--- config.mk ---
export PLATFORM = sky130hd
export DESIGN_NAME = mem_access_unit
export DESIGN_NICKNAME = d
export VERILOG_FILES = /design/src/rtl/mem_access_unit.sv
export SDC_FILE = /design/constraint.sdc
export NUM_CORES = 1
export LEC_CHECK = 0
export CAP_MARGIN = 10
export CORE_AREA = 2 2 133 103
export CTS_BUF_LIST = sky130_fd_sc_hd__clkbuf_8
export CTS_CLUSTER_DIAMETER = 200
export CTS_CLUSTER_SIZE = 16
export DETAILED_ROUTE_END_ITERATION = 12
export DIE_AREA = 0 0 135 105
export PLACE_DENSITY = 0.92
export SYNTH_ARGS = -nofsm -noshare
export SYNTH_HDL_FRONTEND = slang
export SYNTH_SLANG_ARGS = --single-unit
export TNS_END_PERCENT = 1
--- constraint.sdc ---
create_clock -name clk -period 5.46 [get_ports clk]
set_input_delay 1.092 -clock clk [delete_from_list [all_inputs] [get_ports clk]]
set_output_delay 1.092 -clock clk [all_outputs]
set_load 0.02 [all_outputs]
--- src/rtl/mem_access_unit.sv ---
// Load/store access unit: accepts one byte/half/word/double operation at a time,
// drives a lane-aligned memory request and returns sign/zero-extended load data.
module mem_access_unit #(
  parameter int DATA_W     = 32,
  parameter int ADDR_W     = 32,
  parameter int BIG_ENDIAN = 1,
  parameter int WAIT_MAX   = 15
) (
  input  logic                clk,
  input  logic                rst,
  input  logic                in_valid,
  output logic                in_ready,
  input  logic                in_store,
  input  logic                in_unsigned,
  input  logic [1:0]          in_size,
  input  logic [ADDR_W-1:0]   in_addr,
  input  logic [DATA_W-1:0]   in_wdata,
  input  logic [4:0]          in_rd,
  output logic                mem_req,
  input  logic                mem_gnt,
  output logic                mem_we,
  output logic [ADDR_W-1:0]   mem_addr,
  output logic [DATA_W/8-1:0] mem_be,
  output logic [DATA_W-1:0]   mem_wdata,
  input  logic                mem_rvalid,
  input  logic [DATA_W-1:0]   mem_rdata,
  output logic                out_valid,
  output logic                out_we,
  output logic [4:0]          out_rd,
  output logic [DATA_W-1:0]   out_data,
  output logic [1:0]          out_err
);

  localparam int NB   = DATA_W / 8;
  localparam int OFFW = $clog2(NB);
  localparam logic [1:0] ERR_NONE     = 2'd0;
  localparam logic [1:0] ERR_MISALIGN = 2'd1;
  localparam logic [1:0] ERR_TIMEOUT  = 2'd2;
  localparam logic [1:0] ERR_SIZE     = 2'd3;
  localparam logic [7:0] WAIT_LAST    = 8'(WAIT_MAX - 1);

  typedef enum logic [1:0] {S_IDLE, S_REQ, S_WAIT, S_DONE} state_t;

  state_t              r_state, w_next;
  logic                r_alive;
  logic                r_store, r_unsigned;
  logic [1:0]          r_size;
  logic [ADDR_W-1:0]   r_addr;
  logic [DATA_W-1:0]   r_wdata, r_data;
  logic [4:0]          r_rd;
  logic [1:0]          r_err;
  logic [7:0]          r_cnt;

  logic                w_accept, w_timeout;
  logic [1:0]          w_in_err;
  logic [3:0]          w_off, w_nbytes, w_lane_lo;
  logic [8:0]          w_mask;
  logic [NB-1:0]       w_be;
  logic [DATA_W-1:0]   w_wdata, w_shifted, w_ext;

  assign w_accept  = in_valid && in_ready;
  assign w_timeout = (r_cnt == WAIT_LAST) && !mem_rvalid;

  always_comb begin
    w_in_err = ERR_NONE;
    if (in_size == 2'd3 && DATA_W != 64) begin
      w_in_err = ERR_SIZE;
    end else begin
      case (in_size)
        2'd1:    if (in_addr[0] != 1'b0)    w_in_err = ERR_MISALIGN;
        2'd2:    if (in_addr[1:0] != 2'b00) w_in_err = ERR_MISALIGN;
        2'd3:    if (in_addr[2:0] != 3'b000) w_in_err = ERR_MISALIGN;
        default: w_in_err = ERR_NONE;
      endcase
    end
  end

  // Lowest lane touched: big-endian puts byte offset 0 in the top lane, so the
  // access occupies lanes NB-off-n .. NB-1-off.
  always_comb begin
    w_off     = 4'(r_addr[OFFW-1:0]);
    w_nbytes  = 4'd1 << r_size;
    w_lane_lo = (BIG_ENDIAN != 0) ? 4'(NB) - w_off - w_nbytes : w_off;
    w_mask    = (9'd1 << w_nbytes) - 9'd1;
    w_be      = NB'(w_mask) << w_lane_lo;
    w_shifted = mem_rdata >> {w_lane_lo, 3'b000};
    case (r_size)
      2'd0:    w_wdata = {NB{r_wdata[7:0]}};
      2'd1:    w_wdata = {(NB/2){r_wdata[15:0]}};
      2'd2:    w_wdata = {(NB/4){r_wdata[31:0]}};
      default: w_wdata = r_wdata;
    endcase
    case (r_size)
      2'd0:    w_ext = r_unsigned ? DATA_W'(w_shifted[7:0])  : DATA_W'($signed(w_shifted[7:0]));
      2'd1:    w_ext = r_unsigned ? DATA_W'(w_shifted[15:0]) : DATA_W'($signed(w_shifted[15:0]));
      2'd2:    w_ext = r_unsigned ? DATA_W'(w_shifted[31:0]) : DATA_W'($signed(w_shifted[31:0]));
      default: w_ext = w_shifted;
    endcase
  end

  always_ff @(posedge clk or negedge rst) begin
    if (!rst) r_state <= S_IDLE;
    else      r_state <= w_next;
  end

  always_comb begin
    w_next = r_state;
    case (r_state)
      S_IDLE:  if (w_accept) w_next = (w_in_err != ERR_NONE) ? S_DONE : S_REQ;
      S_REQ:   if (mem_gnt) w_next = r_store ? S_DONE : S_WAIT;
      S_WAIT:  if (mem_rvalid || w_timeout) w_next = S_DONE;
      S_DONE:  w_next = S_IDLE;
      default: w_next = S_IDLE;
    endcase
  end

  always_comb begin
    in_ready  = (r_state == S_IDLE) && r_alive;
    mem_req   = (r_state == S_REQ);
    mem_we    = mem_req && r_store;
    mem_addr  = mem_req ? (r_addr & ~ADDR_W'(NB - 1)) : '0;
    mem_be    = mem_we ? w_be : '0;
    mem_wdata = mem_req ? w_wdata : '0;
    out_valid = (r_state == S_DONE);
    out_we    = out_valid && !r_store && (r_err == ERR_NONE);
    out_rd    = out_valid ? r_rd : '0;
    out_data  = out_valid ? r_data : '0;
    out_err   = out_valid ? r_err : '0;
  end

  always_ff @(posedge clk or negedge rst) begin
    if (!rst) begin
      r_alive    <= 1'b0;
      r_store    <= 1'b0;
      r_unsigned <= 1'b0;
      r_size     <= '0;
      r_addr     <= '0;
      r_wdata    <= '0;
      r_rd       <= '0;
      r_err      <= '0;
      r_data     <= '0;
      r_cnt      <= '0;
    end else begin
      r_alive <= 1'b1;
      r_cnt   <= (r_state == S_WAIT) ? r_cnt + 8'd1 : '0;
      if (w_accept) begin
        r_store    <= in_store;
        r_unsigned <= in_unsigned;
        r_size     <= in_size;
        r_addr     <= in_addr;
        r_wdata    <= in_wdata;
        r_rd       <= in_rd;
        r_err      <= w_in_err;
        r_data     <= '0;
      end
      if (r_state == S_WAIT) begin
        if (mem_rvalid)     r_data <= w_ext;
        else if (w_timeout) r_err  <= ERR_TIMEOUT;
      end
    end
  end

endmodule

Yosys cells after proc, flatten, opt, wreduce, memory -nomap -nowiden
Cells that the tools add are included.

Register bits after elaboration: 118. Output and inout port bits: 112. Word-level logic and storage cells: 73.

Add/subtract/negate cells: 4. Mux-type cells: 28. Shift-type cells: 4. Equality and inequality tests: 11. Reductions and logical operators: 15.

Operators by type and width (count): $mux W32 (8); $pmux W32 S2 (2); $shr A32 B7 Y32 (1); $mux W2 (10); $add A8 B1 Y8 const B (1); $eq A2 B2 Y1 const B (4); $eq A8 B4 Y1 const B (1); $mux W8 (1); $pmux W2 S4 (1); $eq A2 B1 Y1 const B (3); $logic_and A1 B1 Y1 (6); $logic_not A2 Y1 (3); $mux W5 (1); $mux W4 (1); $ne A2 B2 Y1 const B (2); $reduce_bool A2 Y1 (2); $shl A1 B2 Y4 const A (1); $shl A1 B4 Y4 const A (1); $shl A4 B4 Y4 (1); $sub A3 B2 Y4 const A (1); $sub A4 B1 Y4 const B (1); $sub A4 B4 Y4 (1); $mux W1 (3); $reduce_and A3 Y1 (1); other kinds (4) (5).

Longest topological paths before layout
Word-level depth: 8. Depth in mapped cells: 12. Depth with buffers taken out: 10.

Worst setup path before layout
No wires, ideal clock.

Path kind: register to output. Start: register r_size[1]. End: output mem_be[2]. Slack: 1.551 ns. Path buffers: 4. Stages on the path, launching flop included: 11. Data arrival time: 2.817 ns. Path through: dfrtp_1 -> buf_2 -> nor2_1 -> inv_1 -> clkbuf_1 -> ha_1 -> ha_1 -> buf_2 -> buf_1 -> nor2_1 -> a221oi_1.

Cells in the longest elaborated chain, start to end: 5.

RTL lines: start, declared (line 47) `logic [1:0] r_size;`; start signal, assigned (line 149) `r_size <= in_size;`; $shl A1 B2 Y4 (*) (line 82) `w_nbytes = 4'd1 << r_size;`; $shl A1 B4 Y4 (line 84) `w_mask = (9'd1 << w_nbytes) - 9'd1;`; $sub A4 B1 Y4 (line 84); $shl A4 B4 Y4 (*) (line 85) `w_be = NB'(w_mask) << w_lane_lo;`; $mux W4 (*) (line 122) `mem_be = mem_we ? w_be : '0;`; end, declared (line 23) `output logic [DATA_W/8-1:0] mem_be,`.

Every way passes the cells marked *; elsewhere a longest branch is shown, timed or not.

Final worst setup path
Start: register r_size[0]. End: output mem_be[2].

The elaborated chain is that of the path after synthesis.

==> impl_metrics.env <==
export IMPL_crit_family="buffers and inverters"
export IMPL_cp_slowest_cell="clkdlybuf4s50_1"
export IMPL_layout_min_cycle_time_ps=4760
export IMPL_cts_root_buf="clkbuf_8"
export IMPL_synth_most_common_cell="nand2_1"
export IMPL_synth_area_um2=6452
export IMPL_reg2reg_depth=11
export IMPL_p_leak_nw=4.199
export IMPL_clock_sinks=118
export IMPL_whs_path_depth=2
export IMPL_cp_required_ps=4370
export IMPL_grt_util_all_layers=0.2705
export IMPL_critPathLaunchType="flip-flop"
export IMPL_synth_top_area_cell="dfrtp_1"
export IMPL_cts_buffer_depth=2
export IMPL_cp_max_fo=18
export IMPL_drt_iter0_markers=648
export IMPL_finalHoldViolCount=0
export IMPL_cts_hold_buf=0
export IMPL_worst_path_buf_inv=5
export IMPL_drt_total_wl_um=18490
export IMPL_ys_top_cells_by_count="nand2_1, dfrtp_1, and2_1"
export IMPL_tightestPinTransition_ps=1149
export IMPL_synth_seq_cells=118
export IMPL_die_y_um=105
export IMPL_avgViaCountPerCell=5.256
export IMPL_grt_pass1_wl_um=30370
export IMPL_async_flop_share=1.000
export IMPL_rsz0062_at_grt="no"
export IMPL_gp_congestion=0.9388
export IMPL_via_count=5944
export IMPL_worstSetupPathType="flip-flop to output pin"
export IMPL_core_area_um2=12790
export IMPL_area_growth_pct=41.77
export IMPL_yosys_warnings=0
export IMPL_min_path_type="flip-flop to flip-flop"
export IMPL_synth_top_area_share=0.4576
export IMPL_synth_flop_cell="dfrtp_1"
export IMPL_synth_cell_types=43
export IMPL_dp_hpwl_um=12950
export IMPL_end_kind="output pin"
export IMPL_min_to="r_addr[6]"
export IMPL_finalSetupViolations=0
export IMPL_clkTransAtPathRegs_ps=60
export IMPL_power_density_nw_per_um2=579.7
export IMPL_timing_slew_headroom=0.2337
export IMPL_report_power_total_mw=5.303
export IMPL_start_util=0.5044
export IMPL_cp_cell_sequence="buf_4 -> nor2_1 -> buf_4 -> inv_1 -> ha_1 -> ha_1 -> inv_1 -> fa_1 -> xor2_1 -> nand3_1 -> a221oi_1 -> clkdlybuf4s50_1"
export IMPL_worstReg2RegStart="r_size[0]"
export IMPL_drcViolationCount=0
export IMPL_worst_hold_startpoint="r_addr[6]"
export IMPL_ios=222
export IMPL_numCtsBuffers=17
export IMPL_clk_latency_ps=420
export IMPL_fp_dieArea_um2=14180
export IMPL_synth_seq_area_share=0.4576
export IMPL_synth_edf_count=0
export IMPL_critPathArrivalTime_ps=3670
export IMPL_r2r_end="r_data[24]"
export IMPL_synthCells=748
export IMPL_htree_num_levels=4
export IMPL_ys_top_cells_by_area="dfrtp_1, nand2_1, and2_1"
export IMPL_drv_slew=0
export IMPL_synth_avg_cell_area_um2=8.626
export IMPL_overflow=0
export IMPL_tns_ps=0
export IMPL_layout_nets=1070
export IMPL_wire_per_inst_um=16.35
export IMPL_drv_cap=0
export IMPL_grt_max_degree=80
export IMPL_antenna_found_initial=1
export IMPL_ir_drop_uv=377.4
export IMPL_cts_resized=0
export IMPL_io_buffers=219
export IMPL_post_place_cells=1099
export IMPL_fmax_ghz=0.2101
export IMPL_cpPeakStageDelay_ps=660
export IMPL_dr_pass1_iters=5
export IMPL_cts_tree="done"
export IMPL_ant_nets=0
export IMPL_rows=36
export IMPL_drive_above_1_share=0.06257
export IMPL_die_w_um=135
export IMPL_status="finished, final reports clean"
export IMPL_final_cells=1131
export IMPL_reg2reg_slack_ps=1750
export IMPL_clock_skew_ps=15.08
export IMPL_fin_crit_sh=0.8718
export IMPL_post_cts_buffers=0
export IMPL_grt_pass1_vias=5920
[flip-flops by register name (all words and copies together), names as in the netlist]
name	cells
r_data	32
r_size	2
r_cnt	8
r_alive	1
r_rd	5
r_unsigned	1
r_state	2
r_addr	32
r_wdata	32
r_err	2
r_store	1
[routing by layer]
layer	part of all wire	track usage	vias to the layer above
met5	0	0	-
met4	0.017	0.08110	0
met3	0.10	0.08297	24
met2	0.47	0.4235	283
met1	0.42	0.3622	2808
li1	-	-	2829
[where the power goes]
group          total, mW  internal [mW]  leakage [nW]  switching [mW]
registers           1.50           1.25          1.50           0.246
logic               2.96           1.30          2.48            1.66
clock network      0.840          0.493         0.220           0.347
[cell usage in the layout, fill, tap and decap left out, types with 6 or more instances in the layout]
cell	instances
a211o_1	7
a21boi_0	8
a21oi_1	20
a221o_1	14
a32o_1	8
and2_1	102
buf_4	10
clkbuf_8	21
clkdlybuf4s50_1	218
dfrtp_1	118
ha_1	11
inv_1	11
mux2_2	11
mux2i_1	24
nand2_1	255
nand3_1	6
nor2_1	15
nor2b_1	24
nor3_1	6
o21ai_0	20
xnor2_1	7
[final cells by class]
cell class / count / area, µm²
Clock buffer: 21 / 289.0
Sequential cell: 118 / 2953
Inverter: 9 / 33.78
Antenna cell: 1 / 2.502
Multi-Input combinational cell: 573 / 3269
Timing Repair Buffer: 228 / 2257
Fill cell: 1011 / 3645
Clock inverter: 10 / 128.9
Tap cell: 171 / 214.0
[worst max path at each step]
stage / from / endpoint / cells after the start
floorplan: r_size[1] / mem_be[2] / 10
global placement: r_size[0] / mem_be[2] / 12
detailed placement: r_size[0] / mem_be[2] / 12
CTS: r_size[0] / mem_be[2] / 12
global route: r_size[0] / mem_be[2] / 12
finish: r_size[0] / mem_be[2] / 12
[through the flow]
stage / utilization / hold slack [ps] / worst slack [ps] / instance area, µm²
after CTS: 0.7149 / 470.6 / 698.2 / 9145
after detailed placement: 0.6822 / 454.4 / 1160 / 8727
final: 0.7151 / 465.5 / 699.9 / 9148
after global routing: 0.7149 / 494.7 / 405.3 / 9145
after floorplan: - / 438.0 / 1551 / 6456
after global placement: 0.6822 / 449.3 / 1216 / 8727
[logic make-up after synthesis]
logic type,Yosys count,share of synthesized area
and+or+nand+nor,423,0.3044
DFF,118,0.4576
AOI/OAI and AO/OA,90,0.1041
buffers and inverters,58,0.03762
muxes,35,0.05643
adders and majority gates,13,0.02637
xor gates and xnor gates,9,0.01222
other,2,0.001164
[tightest hold or removal path, cell delays in order, from the launching register on]
cell and delay (ps):
dfrtp_1 330, nand2_1 50, nand2_1 50
No activity file was read; power rests on OpenSTA's default activity.
